===== src/rtl/pixel_capture_pkg.sv =====
// Shared types and default sizes for the pixel peak capture stages.
package pixel_capture_pkg;

   localparam int NUM_PIXELS_DEF = 128;
   localparam int ADC_W_DEF      = 12;
   localparam int IDX_W_DEF      = 7;

   typedef enum logic {
      IDLE    = 1'b0,
      CAPTURE = 1'b1
   } cap_state_e;

endpackage


===== src/rtl/si_edge_detect.sv =====
// Registers the SI level and flags its rising edge in the same cycle the high level is sampled.
module si_edge_detect (
   input  logic clk,
   input  logic reset,
   input  logic si_in,
   output logic si_rise
);

   logic si_q;
   logic si_d;

   always_comb begin
      si_d = si_in;
   end

   always_ff @(posedge clk) begin
      if (!reset) begin
         si_q <= 1'b0;
      end else begin
         si_q <= si_d;
      end
   end

   assign si_rise = si_in & ~si_q;

endmodule


===== src/rtl/pixel_peak_capture.sv =====
// Frames NUM_PIXELS ADC samples per SI pulse and reports the brightest pixel over valid/ready.
// Define PIXEL_SUM_EN to add the pix_sum output (sum of all samples in the frame).
module pixel_peak_capture
   import pixel_capture_pkg::*;
#(
   parameter int NUM_PIXELS = NUM_PIXELS_DEF,
   parameter int ADC_W      = ADC_W_DEF,
   parameter int IDX_W      = IDX_W_DEF
) (
   input  logic             sensor_clk,
   input  logic             reset,
   input  logic             si_in,
   input  logic             adc_valid,
   input  logic [ADC_W-1:0] adc_data,
   output logic             res_valid,
   input  logic             res_ready,
   output logic [IDX_W-1:0] peak_idx,
   output logic [ADC_W-1:0] peak_val,
   output logic             frame_short,
`ifdef PIXEL_SUM_EN
   output logic [ADC_W+IDX_W-1:0] pix_sum,
`endif
   output logic             overrun
);

   localparam int CNT_W = IDX_W + 1;
   localparam int SUM_W = ADC_W + IDX_W;
   localparam logic [CNT_W-1:0] LAST_CNT = CNT_W'(NUM_PIXELS - 1);
   localparam logic [CNT_W-1:0] CNT_MAX  = '1;

   logic si_rise;

   si_edge_detect u_si_edge (
      .clk     (sensor_clk),
      .reset   (reset),
      .si_in   (si_in),
      .si_rise (si_rise)
   );

   cap_state_e       state_q, state_d;
   logic [CNT_W-1:0] cnt_q, cnt_d;
   logic [ADC_W-1:0] max_q, max_d;
   logic [IDX_W-1:0] idx_q, idx_d;

   logic             res_valid_q, res_valid_d;
   logic [IDX_W-1:0] peak_idx_q, peak_idx_d;
   logic [ADC_W-1:0] peak_val_q, peak_val_d;
   logic             short_q, short_d;
   logic             overrun_q, overrun_d;

   logic             commit;
   logic             commit_short;
   logic [IDX_W-1:0] commit_idx;
   logic [ADC_W-1:0] commit_val;
   logic             take;

   // A sample is taken on any valid cycle that either starts a frame or lands inside one.
   assign take = adc_valid & (si_rise | (state_q == CAPTURE));

   always_comb begin
      state_d      = state_q;
      cnt_d        = cnt_q;
      max_d        = max_q;
      idx_d        = idx_q;
      commit       = 1'b0;
      commit_short = 1'b0;
      commit_idx   = idx_q;
      commit_val   = max_q;

      if (si_rise) begin
         if (state_q == CAPTURE && cnt_q != '0) begin
            commit       = 1'b1;
            commit_short = 1'b1;
         end
         state_d = CAPTURE;
         cnt_d   = '0;
         max_d   = '0;
         idx_d   = '0;
         if (adc_valid) begin
            cnt_d = CNT_W'(1);
            max_d = adc_data;
         end
      end else if (state_q == CAPTURE && adc_valid) begin
         // Strictly-greater update keeps the lowest index on ties.
         if (adc_data > max_q) begin
            max_d = adc_data;
            idx_d = cnt_q[IDX_W-1:0];
         end
         if (cnt_q != CNT_MAX) begin
            cnt_d = cnt_q + CNT_W'(1);
         end
         if (cnt_q == LAST_CNT) begin
            commit     = 1'b1;
            commit_idx = idx_d;
            commit_val = max_d;
            state_d    = IDLE;
         end
      end
   end

   always_comb begin
      res_valid_d = res_valid_q;
      peak_idx_d  = peak_idx_q;
      peak_val_d  = peak_val_q;
      short_d     = short_q;
      overrun_d   = overrun_q;

      if (commit) begin
         res_valid_d = 1'b1;
         peak_idx_d  = commit_idx;
         peak_val_d  = commit_val;
         short_d     = commit_short;
         if (res_valid_q && !res_ready) begin
            overrun_d = 1'b1;
         end
      end else if (res_valid_q && res_ready) begin
         res_valid_d = 1'b0;
      end
   end

   always_ff @(posedge sensor_clk) begin
      if (!reset) begin
         state_q     <= IDLE;
         cnt_q       <= '0;
         max_q       <= '0;
         idx_q       <= '0;
         res_valid_q <= 1'b0;
         peak_idx_q  <= '0;
         peak_val_q  <= '0;
         short_q     <= 1'b0;
         overrun_q   <= 1'b0;
      end else begin
         state_q     <= state_d;
         cnt_q       <= cnt_d;
         max_q       <= max_d;
         idx_q       <= idx_d;
         res_valid_q <= res_valid_d;
         peak_idx_q  <= peak_idx_d;
         peak_val_q  <= peak_val_d;
         short_q     <= short_d;
         overrun_q   <= overrun_d;
      end
   end

`ifdef PIXEL_SUM_EN
   logic [SUM_W-1:0] sum_q, sum_d;
   logic [SUM_W-1:0] pix_sum_q, pix_sum_d;

   // A short commit reports the frame so far; a full commit includes the final sample.
   always_comb begin
      sum_d     = sum_q;
      pix_sum_d = pix_sum_q;
      if (si_rise) begin
         sum_d = adc_valid ? SUM_W'(adc_data) : '0;
      end else if (take) begin
         sum_d = sum_q + SUM_W'(adc_data);
      end
      if (commit) begin
         pix_sum_d = commit_short ? sum_q : sum_d;
      end
   end

   always_ff @(posedge sensor_clk) begin
      if (!reset) begin
         sum_q     <= '0;
         pix_sum_q <= '0;
      end else begin
         sum_q     <= sum_d;
         pix_sum_q <= pix_sum_d;
      end
   end

   assign pix_sum = pix_sum_q;
`endif

   assign res_valid   = res_valid_q;
   assign peak_idx    = peak_idx_q;
   assign peak_val    = peak_val_q;
   assign frame_short = short_q;
   assign overrun     = overrun_q;

endmodule


===== config.mk =====
export PLATFORM = sky130hd
export DESIGN_NAME = pixel_peak_capture
export DESIGN_NICKNAME = d
export VERILOG_FILES = /design/src/rtl/pixel_capture_pkg.sv /design/src/rtl/si_edge_detect.sv /design/src/rtl/pixel_peak_capture.sv
export SDC_FILE = /design/constraint.sdc
export NUM_CORES = 1
export LEC_CHECK = 0
export CAP_MARGIN = 10
export CORE_MARGIN = 2
export CORE_UTILIZATION = 30
export DETAILED_ROUTE_END_ITERATION = 6
export DONT_BUFFER_PORTS = 1
export GPL_TIMING_DRIVEN = 1
export PLACE_DENSITY_LB_ADDON = 0.3
export SLEW_MARGIN = 10
export SYNTH_ARGS = -nofsm -noshare
export SYNTH_HDL_FRONTEND = slang
export SYNTH_HIERARCHICAL = 1
export SYNTH_SLANG_ARGS = --single-unit

===== constraint.sdc =====
create_clock -name sensor_clk -period 3.15 [get_ports sensor_clk]
set_input_delay 0.315 -clock sensor_clk [delete_from_list [all_inputs] [get_ports sensor_clk]]
set_output_delay 0.315 -clock sensor_clk [all_outputs]
set_load 0.01 [all_outputs]

-- Word level (Yosys, flattened, before mapping)
Cells that the tools add are included.
- register bits: 51
- input bits: 17
- output and inout bits: 22
- logic and storage cells: 56
- add/subtract/negate cells: 1
- magnitude comparators: 1
- equal/unequal tests: 2
- mux-type cells: 25
- bitwise operators: 3
- reduce and logical (&&, ||, !) cells: 14
- operator list (cell ; count):
    two-way mux 12 bit ; 7
    two-way mux 7 bit ; 4
    two-way mux 8 bit ; 3
    > comparator 12 bit ; 1
    two-way mux 1 bit ; 11
    adder 8 x 1 -> 8 bit (second input constant) ; 1
    equality test 8 x 7 -> 1 bit (second input constant) ; 1
    != test 8 bit (second input constant) ; 1
    nonzero test 2 bit ; 4
    nonzero test 8 bit ; 1
    AND reduction 2 bit ; 3
    logical AND 1 bit ; 4
    NOT 1 bit ; 2
    OR reduction 2 bit ; 1
    AND 1 bit ; 1
    zero test 1 bit ; 1

-- Longest topological paths before layout
- word-level depth: 5
- mapped depth: 10
- depth with buffers taken out: 8

-- Cells and area by module
Netlist, hierarchy kept.
- modules (own cells, without submodules) (module ; instances ; cells each ; area each (um2) ; sequential area each (um2)):
    pixel_peak_capture ; 1 ; 339 ; 2711.4 ; 1001.0
    si_edge_detect ; 1 ; 3 ; 40.0 ; 20.0

-- Least setup slack after synthesis
No wires, ideal clock.
- kind: reg-to-reg
- from: register max_q[5]
- to: register max_q[10]
- library setup time: 74 ps
- arrival: 2258 ps
- required time: 3076 ps
- slack: 818 ps
- cell stages (with the launch flop): 10
- path buffers: 1
- clock period less this slack: 2332 ps
- path through: dfxtp_1 inv_1 ha_1 a21o_1 a221o_1 a221o_1 o21a_1 buf_6 or3_1 a31oi_1
- longest elaborated chain between the ends: 4
- RTL lines (element ; line ; RTL):
    start: declaration ; pixel_peak_capture.sv:42 ; logic [ADC_W-1:0] max_q, max_d;
    start signal: assignment ; pixel_peak_capture.sv:135 ; max_q <= max_d;
    > comparator 12 bit ; pixel_peak_capture.sv:85 ; if (adc_data > max_q) begin
    two-way mux 12 bit ; pixel_peak_capture.sv:85 ;
    two-way mux 12 bit ; pixel_peak_capture.sv:83 ; end else if (state_q == CAPTURE && adc_valid) begin
    two-way mux 12 bit ; pixel_peak_capture.sv:70 ; if (si_rise) begin
No other way between the ends. The select of a mux whose other input is x is not followed.
A chain may end at the register's enable or synchronous reset.

-- Worst setup path after layout
- from: register max_q[5]
- to: register max_q[7]
The elaborated chain is that of the path after synthesis.

==> results.sh <==
export IMPL_status="completed"
export IMPL_end_kind="flop"
export IMPL_post_drt_wl_per_cell_um=15.6
export IMPL_cts_resized_gates=0
export IMPL_post_route_min_period_ns=2.54
export IMPL_grt_max_degree=38
export IMPL_design_die_area_sq_um=9950
export IMPL_antenna_cells=0
export IMPL_dp_slack_ns=0.625
export IMPL_dp_cells=433
export IMPL_drtIter0Drc=152
export IMPL_whs_ns=0.109
export IMPL_htree_levels=2
export IMPL_clk_latency_ns=0.32
export IMPL_yosysTopAreaCell="dfxtp_1"
export IMPL_peakVddDrop_mv=0.219
export IMPL_utilization=0.335
export IMPL_clkSinkCount=51
export IMPL_worst_path_buf_inv=2
export IMPL_rsz0062_at_grt="no"
export IMPL_drive_gt1_frac=0.0901
export IMPL_cellLeakagePower_nw=1.03
export IMPL_syn_area_per_cell_sq_um=8.04
export IMPL_final_area_sq_um=2950
export IMPL_multi_input_area_sq_um=1570
export IMPL_async_flop_share=0
export IMPL_powerDensity_nw_per_um2=457
export IMPL_worst_setup_path_start_kind="flop"
export IMPL_drv_slew=0
export IMPL_clk_pin_slew_ns=0.10
export IMPL_gp_congestion=0.773
export IMPL_finalNonFillerCells=441
export IMPL_drc=0
export IMPL_fin_tns_setup_ns=0
export IMPL_crit_top_cell="a221o_1"
export IMPL_synth_edff_count=0
export IMPL_critPathMaxFanout=17
export IMPL_syn_to_final_growth_pct=7.09
export IMPL_fin_skew_ns=0.0120
export IMPL_arrival_ns=2.79
export IMPL_syn_inst=342
export IMPL_post_cts_buffers=0
export IMPL_fin_ws_ns=0.613
export IMPL_yosys_register_bits=51
export IMPL_slowest_delay_ns=0.38
export IMPL_cts_hold_buf=0
export IMPL_numCtsBuffers=5
export IMPL_synth_area_sq_um=2750
export IMPL_path_class="reg -> reg"
export IMPL_setup_viol=0
export IMPL_crit_slowest_cell="a221o_1"
export IMPL_rows=34
export IMPL_synth_ff_type="dfxtp_1"
export IMPL_vias=2424
export IMPL_maxCapViolations=0
export IMPL_ys_types=42
export IMPL_holdCritPathClass="in -> reg"
export IMPL_finalHoldViolCount=0
export IMPL_synth_top_cells_by_area="dfxtp_1 37%, ha_1 6.4%, a21oi_1 6.0%, a31oi_1 5.2%, nand2_1 4.5%"
export IMPL_die_w_um=99.8
export IMPL_routed_wl_mm=6.88
export IMPL_n_fill_cell=901
export IMPL_path_cells="inv_1 > ha_1 > a21o_1 > a221o_1 > a221o_1 > o21a_1 > buf_4 > or3_1 > a31oi_1"
export IMPL_yosysWarnings=6
export IMPL_netlist_area_leader_share=0.371
export IMPL_ys_seq_area_frac=0.371
export IMPL_hpwl_mm=4.83
export IMPL_max_freq_mhz=394
export IMPL_drt_first_pass_iters=4
export IMPL_die_height_um=99.8
export IMPL_io_pins=39
export IMPL_final_seq_area_sq_um=1020
export IMPL_worst_pin_slew_ns=0.742
export IMPL_antenna_found_initial=0
export IMPL_track_usage=0.146
export IMPL_synth_nets=373
export IMPL_nNetsFinal=363
export IMPL_ant_nets=0
export IMPL_critical_path_top_delay_family="compound AO/OA/AOI/OAI gates"
export IMPL_grt_pass1_vias=2305
export IMPL_max_clock_path_buffers=2
export IMPL_core_area_sq_um=8810
export IMPL_start_util=0.312
export IMPL_slew_headroom=0.503
export IMPL_power_mw=1.35
export IMPL_grt_pass1_wl_mm=11.8
export IMPL_fin_crit_sh=0.805
export IMPL_vias_per_cell=5.50
export IMPL_grt_overflow=0
export IMPL_io_buffers=0
export IMPL_place_area_sq_um=2850
export IMPL_root_buffer="clkbuf_8"
export IMPL_crit_required_ns=3.40
export IMPL_cts_tree="done"
[power by group]
part	internal (mW)	switching, mW	leakage (nW)
Clock	0.165	0.254	0.0467
Combinational	0.0900	0.143	0.567
Sequential	0.670	0.0240	0.415
[area by class of cell]
| type | count | area share |
|---|---|---|
| tap | 108 | 0.0459 |
| timing repair buffer | 9 | 0.0229 |
| clock inverter | 3 | 0.00934 |
| clock buffer | 5 | 0.0234 |
| sequential | 51 | 0.346 |
| multi-input combinational | 250 | 0.533 |
| inverter | 15 | 0.0191 |
[per-layer routing]
metal  part of all wire  routed length, um  global-route usage
met1               0.48               3290               0.201
met2               0.43               2930               0.220
met3              0.086                589              0.0492
met4              0.011                 79              0.0379
met5                  0                  0                   0
[final timing paths]
check	from	to	slack, ns	cells past startpoint
worst min-delay path	si_in	u_si_edge/si_q	0.11	1
worst max register to register	max_q[5]	max_q[7]	0.61	9
worst max-delay path	max_q[5]	max_q[7]	0.61	9
worst min register to register	idx_q[3]	idx_q[3]	0.46	2
[state kept, by name, summed over array words and instances (netlist names)]
| signal | count |
|---|---|
| res_valid | 1 |
| cnt_q | 8 |
| max_q | 12 |
| overrun | 1 |
| frame_short | 1 |
| idx_q | 7 |
| peak_idx | 7 |
| peak_val | 12 |
| u_si_edge/si_q | 1 |
| state_q | 1 |
[cell usage in the layout (no fill, tap or decap), types with 3 or more instances in the layout]
cell,synthesis,layout
nand2b_1,3,3
inv_1,15,15
o221a_2,5,5
buf_4,0,9
or2_2,3,3
ha_1,14,14
and2_1,3,3
and3_1,4,4
nand4_1,7,7
dfxtp_1,51,51
nand3b_1,12,12
nor3_1,4,4
o21ai_0,22,22
a21oi_1,33,32
a22oi_1,5,5
clkbuf_8,0,5
a31oi_1,23,23
o211ai_1,3,3
mux2i_1,5,5
nor2_1,23,23
nor4b_1,3,3
o221ai_1,4,4
or3_1,12,12
nand2_1,33,33
nand3_1,8,8
[logic make-up (layout without fill, tap and decap cells)]
| logic type | after synthesis | after routing | share of synthesized area |
|---|---|---|---|
| and+or+nand+nor | 123 | 123 | 0.237 |
| AOI/OAI and AO/OA | 104 | 104 | 0.236 |
| DFF | 51 | 51 | 0.371 |
| buffers and inverters | 41 | 32 | 0.0596 |
| adders and majority gates | 14 | 14 | 0.0637 |
| muxes | 7 | 7 | 0.0264 |
| xor gates and xnor gates | 2 | 2 | 0.00637 |
[synthesized netlist by cell type, types with 3 or more instances]
cell      number
nand3_1        8
nand2b_1       3
o211ai_1       3
o21ai_0       22
o221ai_1       4
mux2i_1        5
or2_2          3
nor2_1        23
nand2_1       33
nor3_1         4
clkbuf_1      22
o221a_2        5
nand4_1        7
ha_1          14
inv_1         15
nor4b_1        3
nand3b_1      12
or3_1         12
a22oi_1        5
a31oi_1       23
and2_1         3
a21oi_1       33
dfxtp_1       51
and3_1         4
Power figures use the tool's default switching activity.
